File: src/rtl/wb_dma_copy.sv
// rtl/wb_dma_copy.sv - Wishbone word-copy DMA engine; WB_DMA_TIMEOUT_EN adds an mbus ack watchdog
module wb_dma_copy #(
   parameter int CNT_W = 16,
   parameter int TIMEOUT = 1024
) (
   input  logic              clk_i,
   input  logic              rst_i,
   input  logic              bus_cyc,
   input  logic              bus_stb,
   input  logic              bus_we,
   input  logic [31:0]       bus_adr,
   input  logic [3:0]        bus_sel,
   input  logic [31:0]       bus_dat_m,
   output logic [31:0]       bus_dat_s,
   output logic              bus_ack,
   output logic              mbus_cyc,
   output logic              mbus_stb,
   output logic              mbus_we,
   output logic [31:0]       mbus_adr,
   output logic [3:0]        mbus_sel,
   output logic [31:0]       mbus_dat_m,
   input  logic [31:0]       mbus_dat_s,
   input  logic              mbus_ack,
   output logic              interrupt
);

   typedef enum logic [2:0] {S_IDLE, S_RD, S_RD_GAP, S_WR, S_WR_GAP} state_t;

   state_t           state, state_d;
   logic [31:0]      src, dst, buffer;
   logic [CNT_W-1:0] count;
   logic             ie, done, err;
   logic             held;
   logic             accept, wr_en, busy, start_req;
   logic [1:0]       reg_sel;
   logic             buf_ld, adv, done_set, err_set;
   logic             unused_bus;

   assign unused_bus = &{1'b0, bus_sel, bus_adr[31:4], bus_adr[1:0]};

   // held blocks a second ack while the master keeps one transaction open
   assign accept    = bus_cyc & bus_stb & ~bus_ack & ~held;
   assign wr_en     = accept & bus_we;
   assign reg_sel   = bus_adr[3:2];
   assign busy      = (state != S_IDLE);
   assign start_req = wr_en & (reg_sel == 2'd3) & bus_dat_m[0] & ~busy;
   assign interrupt = (done | err) & ie;

   always_ff @(posedge clk_i or negedge rst_i) begin
      if (!rst_i) begin
         bus_ack <= 1'b0;
         held    <= 1'b0;
      end else begin
         bus_ack <= accept;
         held    <= bus_cyc & bus_stb & (bus_ack | held);
      end
   end

   always_comb begin
      bus_dat_s = '0;
      if (bus_ack) begin
         case (reg_sel)
            2'd0:    bus_dat_s = src;
            2'd1:    bus_dat_s = dst;
            2'd2:    bus_dat_s = 32'(count);
            default: bus_dat_s = {27'd0, err, ie, done, busy, 1'b0};
         endcase
      end
   end

   assign mbus_cyc   = (state == S_RD) | (state == S_WR);
   assign mbus_stb   = mbus_cyc;
   assign mbus_we    = (state == S_WR);
   assign mbus_sel   = mbus_cyc ? 4'hf : 4'h0;
   assign mbus_adr   = (state == S_RD) ? src : (state == S_WR) ? dst : 32'd0;
   assign mbus_dat_m = (state == S_WR) ? buffer : 32'd0;

`ifdef WB_DMA_TIMEOUT_EN
   localparam int WD_W = $clog2(TIMEOUT + 1);
   logic [WD_W-1:0] wd_cnt;
   logic            waiting, wd_expire;

   assign waiting   = mbus_cyc & mbus_stb & ~mbus_ack;
   assign wd_expire = waiting & (wd_cnt == WD_W'(TIMEOUT - 1));

   always_ff @(posedge clk_i or negedge rst_i) begin
      if (!rst_i)       wd_cnt <= '0;
      else if (waiting) wd_cnt <= wd_cnt + WD_W'(1);
      else              wd_cnt <= '0;
   end

   always_ff @(posedge clk_i or negedge rst_i) begin
      if (!rst_i)                                        err <= 1'b0;
      else if (err_set)                                  err <= 1'b1;
      else if (wr_en && reg_sel == 2'd3 && bus_dat_m[4]) err <= 1'b0;
   end
`else
   assign err = 1'b0;
`endif

   always_comb begin
      state_d  = state;
      buf_ld   = 1'b0;
      adv      = 1'b0;
      done_set = 1'b0;
      err_set  = 1'b0;
      case (state)
         S_IDLE: if (start_req) begin
            if (count != '0) state_d = S_RD;
            else             done_set = 1'b1;
         end
         S_RD: if (mbus_ack) begin
            buf_ld  = 1'b1;
            state_d = S_RD_GAP;
         end
         S_RD_GAP: state_d = S_WR;
         S_WR: if (mbus_ack) begin
            adv     = 1'b1;
            state_d = S_WR_GAP;
         end
         S_WR_GAP: begin
            if (count == '0) begin
               state_d  = S_IDLE;
               done_set = 1'b1;
            end else begin
               state_d = S_RD;
            end
         end
         default: state_d = S_IDLE;
      endcase
`ifdef WB_DMA_TIMEOUT_EN
      // the failing word leaves SRC/DST/COUNT untouched so software can retry it
      if (wd_expire) begin
         state_d = S_IDLE;
         buf_ld  = 1'b0;
         adv     = 1'b0;
         err_set = 1'b1;
      end
`endif
   end

   always_ff @(posedge clk_i or negedge rst_i) begin
      if (!rst_i) begin
         state  <= S_IDLE;
         src    <= '0;
         dst    <= '0;
         count  <= '0;
         buffer <= '0;
         ie     <= 1'b0;
         done   <= 1'b0;
      end else begin
         state <= state_d;
         if (buf_ld) buffer <= mbus_dat_s;
         // register writes only land while idle, so they never race the advance
         if (wr_en && reg_sel == 2'd0 && !busy)      src <= {bus_dat_m[31:2], 2'b00};
         else if (adv)                               src <= src + 32'd4;
         if (wr_en && reg_sel == 2'd1 && !busy)      dst <= {bus_dat_m[31:2], 2'b00};
         else if (adv)                               dst <= dst + 32'd4;
         if (wr_en && reg_sel == 2'd2 && !busy)      count <= bus_dat_m[CNT_W-1:0];
         else if (adv)                               count <= count - CNT_W'(1);
         if (wr_en && reg_sel == 2'd3)               ie <= bus_dat_m[3];
         if (done_set)                               done <= 1'b1;
         else if (wr_en && reg_sel == 2'd3 && bus_dat_m[2]) done <= 1'b0;
      end
   end

endmodule

File: config.mk
export PLATFORM = sky130hd
export DESIGN_NAME = wb_dma_copy
export DESIGN_NICKNAME = d
export VERILOG_FILES = /design/src/rtl/wb_dma_copy.sv
export SDC_FILE = /design/constraint.sdc
export NUM_CORES = 1
export LEC_CHECK = 0
export BUFFER_PORTS_ARGS = -buffer_cell sky130_fd_sc_hd__buf_2
export CAP_MARGIN = 0
export CORE_MARGIN = 8
export CORE_UTILIZATION = 35
export CTS_CLUSTER_SIZE = 24
export DETAILED_ROUTE_END_ITERATION = 10
export GPL_TIMING_DRIVEN = 0
export SYNTH_ARGS = -nofsm -noshare
export SYNTH_HDL_FRONTEND = slang
export SYNTH_SLANG_ARGS = --single-unit
export TNS_END_PERCENT = 20
File: constraint.sdc
create_clock -name clk_i -period 2.2 [get_ports clk_i]
set_input_delay 0.11 -clock clk_i [delete_from_list [all_inputs] [get_ports clk_i]]
set_output_delay 0.11 -clock clk_i [all_outputs]
set_load 0.01 [all_outputs]
==> impl_metrics.yaml <==
run_status:
  status: "completed"
global_route:
  top_usage_layer: "met2"
  grt-ovfl-total: 0
  grt_usage_pct: 20.75
  use_met3_pct: 5.014
  antenna_found_initial: 0
  grt_max_degree: 71
  grt_pass1_wl_um: 42640
  first_global_vias: 7379
  grt.met2_usage_pct: 33.12
  gr-usage-met1_pct: 27.20
logic_synthesis:
  synthArstFlopShare_pct: 100.0
  synth_cell_types: 62
  synth_top_cells_by_area: "dfrtp_1 39%, mux2i_1 8.3%, nand2_1 5.5%, mux2_2 5.0%, nor2_1 4.2%"
  syn_inst: 836
  synth_enable_flop_cells: 0
  syn-mean-instance-area_sq_um: 8.823
  netlist_area_sq_um: 7376
  synth_top_area_cell: "dfrtp_1"
  ys_ff_latch: 115
  synth_warnings: 0
  ys.flop_type: "dfrtp_1"
  netlist.area_leader.share_pct: 39.02
  seq_area_frac_synth_pct: 39.02
sta:
  min_period_ns: 2.184
  worst_clock_skew_ns: 0.006810
  slew_headroom_pct: 34.66
  rsz0062_at_grt: "yes"
  post-route-period-util_pct: 99.28
  drv_slew: 0
  max_freq_mhz: 457.8
  hold_slack_ns: 0.06881
  setup_viol: 0
  worst_pin_slew_ns: 0.9800
  hold_viol_final: 0
clocking:
  cts_buffers: 17
  clk_path_buf_depth: 2
  insertion_delay_ns: 0.42
  htreeDepth: 4
  tritoncts: "built"
  cts_num_sinks: 115
  clkTransAtPathRegs_ns: 0.05
  cts_root_buf: "clkbuf_16"
floorplan:
  die-width_um: 161.2
  initial_utilization_pct: 35.42
  fp.dieH_um: 161.2
  die_area_sq_um: 25980
  pin_count: 211
  core_area_sq_um: 20820
  placementRows: 53
pwr:
  pwr-share-comb_pct: 42.3
  leakage_nw: 4.863
  p_sw_mw: 4.691
  ir_worst_vdd_v: 0.0005805
  intPower_mw: 6.883
  clock_power_share_pct: 23.1
  swShare_pct: 40.53
  pwr-share-seq_pct: 34.6
  power-per-cell-area_nw_per_um2: 1154
worst_hold_path:
  hold_start: "mbus_ack"
  whs_endpoint: "state[0]"
  hold_depth: 4
  min_path_type: "input pin to flop"
critical_path:
  critPathLaunchType: "flop"
  end_kind: "flop"
  critPathLaunch: "src[10]"
  reg2reg_from: "src[10]"
  r2r.worst_path.cells: 5
  cp_max_fo: 8
  cp_slowest_cell: "nor4_4"
  crit_chain: "nand4_1, nor4_4, nand4bb_1, a21o_1, a221o_1"
  path_class: "flop to flop"
  worst_path_largest_cell_delay_ns: 0.63
  critPathArrivalTime_ns: 2.48
  worstPathRequired_ns: 2.50
  r2r_setup_slack_ns: 0.02
  reg2reg_to: "src[29]"
drt:
  vias: 7490
  vias_per_cell: 5.385
  first_pass_iters: 5
  drt_first_iter_violations: 760
  postRouteAntennaNets: 0
  routedWlPerCell_um: 19.37
  drc_errors: 0
  wirelength_um: 26940
layout:
  antenna_cells: 0
  final_cells: 1391
  fin_nets: 1212
  final_layout_size_suffix_gt1_share_pct: 29.57
  syn2layout_area_growth_pct: 35.98
placed_design:
  hpwl_um: 19690
  dp_cells: 1287
  io_buffers: 174
  place_congestion: 0.8789
job:
  max_cap_violations: 0
-- placed cells by master, fill, tap and decap left out, types with 25 or more instances in the layout --
master,synthesis,layout
buf_2,24,194
dfrtp_1,115,111
nand2_1,108,107
nor2_1,83,81
dlygate4sd3_1,0,67
mux2i_1,61,61
o21ai_0,57,57
and3_1,40,40
nand3_1,40,39
mux2_2,33,33
nand4_1,25,25
-- worst max-delay path: cells and delay by family (launching register included) --
family / cells / cell delay (ns)
AO/OA/AOI/OAI: 2 / 0.49
AND/OR/NAND/NOR: 3 / 1.15
flip-flops: 1 / 0.41
-- state kept, by name, indices dropped and copies added (netlist names) --
name	cells
bus_ack	1
dst	30
count	16
held	1
done	1
src	30
ie	1
buffer	32
state	3
-- stage by stage --
step	util [%]	setup TNS (ns)	area (sq um)	setup WS [ns]	total power, mW
after detailed placement	41.44	-1.801	8628	-0.2482	8.707
after CTS	47.64	-0.005006	9920	-0.005006	11.54
after floorplan	-	0	7380	0.3272	6.979
after global placement	41.28	-69.27	8594	-0.5988	8.634
final	48.17	0	10030	0.01586	11.57
after global routing	48.17	-0.7758	10030	-0.06215	12.34
-- layer usage --
| metal | vias up | wire length (um) |
|---|---|---|
| met2 | 336 | 12360 |
| met1 | 3564 | 12140 |
| met3 | 36 | 1914 |
| li1 | 3554 | - |
| met4 | 0 | 527 |
| met5 | - | 0 |
-- synthesized netlist by cell type, drive strengths merged, types with 4 or more instances --
| master | n |
|---|---|
| a221o | 6 |
| mux2i | 61 |
| a21oi | 12 |
| nor4 | 14 |
| nand2 | 108 |
| o311ai | 7 |
| or4 | 4 |
| and2 | 18 |
| and3 | 41 |
| or3 | 5 |
| a32oi | 6 |
| a31oi | 5 |
| o211ai | 15 |
| o21ai | 57 |
| inv | 11 |
| nand3 | 41 |
| nor3 | 16 |
| clkbuf | 34 |
| xnor2 | 9 |
| nand4 | 27 |
| mux2 | 33 |
| dfrtp | 115 |
| a21o | 5 |
| a22oi | 11 |
| xor2 | 17 |
| buf | 37 |
| nor2 | 84 |
-- worst max path at each step --
stage / end / cells past startpoint
after floorplan: count[14] / 7
after global placement: buffer[24] / 1
after detailed placement: src[18] / 7
after CTS: mbus_adr[10] / 4
after global routing: src[31] / 5
final: src[29] / 5
-- final cells by class --
class                   count  area [sq um]
well taps                 275         344.1
clock buffers              23         498.0
fillers                  2023         10790
multi-input cells         640          4203
clock inverters             9         77.57
repair buffers            248          1620
inverters                  11         41.29
flip-flops and latches    115          2883
plain buffers              70         362.8
-- power groups by stage --
stage          clock network (mW)  logic (mW)  registers [mW]
6_report                     2.68        4.89            4.01
5_1_grt                      2.81        5.39            4.15
4_1_cts                      2.72        4.84            3.97
3_5_place_dp                    0        4.71            4.00
3_3_place_gp                    0        4.66            3.97
2_1_floorplan                   0        3.29            3.69
-- cells by family after synthesis --
group | share of synthesized area, %
simple gates | 26.70
mux | 13.93
compound gates | 11.71
xor+xnor | 3.087
other cells | 0.05084
flops | 39.02
fa+ha+maj | 0.5090
buf+inv | 5.004
-- what timing repair did --
| item | 4_1_cts | 5_1_grt |
|---|---|---|
| setup endpoints to repair | 102 | 135 |
| gates resized for setup | 20 | 30 |
| pin swaps | 0 | 4 |
| endpoints found under the hold margin | 148 | 0 |
| buffers inserted | 0 | 6 |
| hold buffers | 67 | 0 |
No activity file was read; power rests on OpenSTA's default activity.
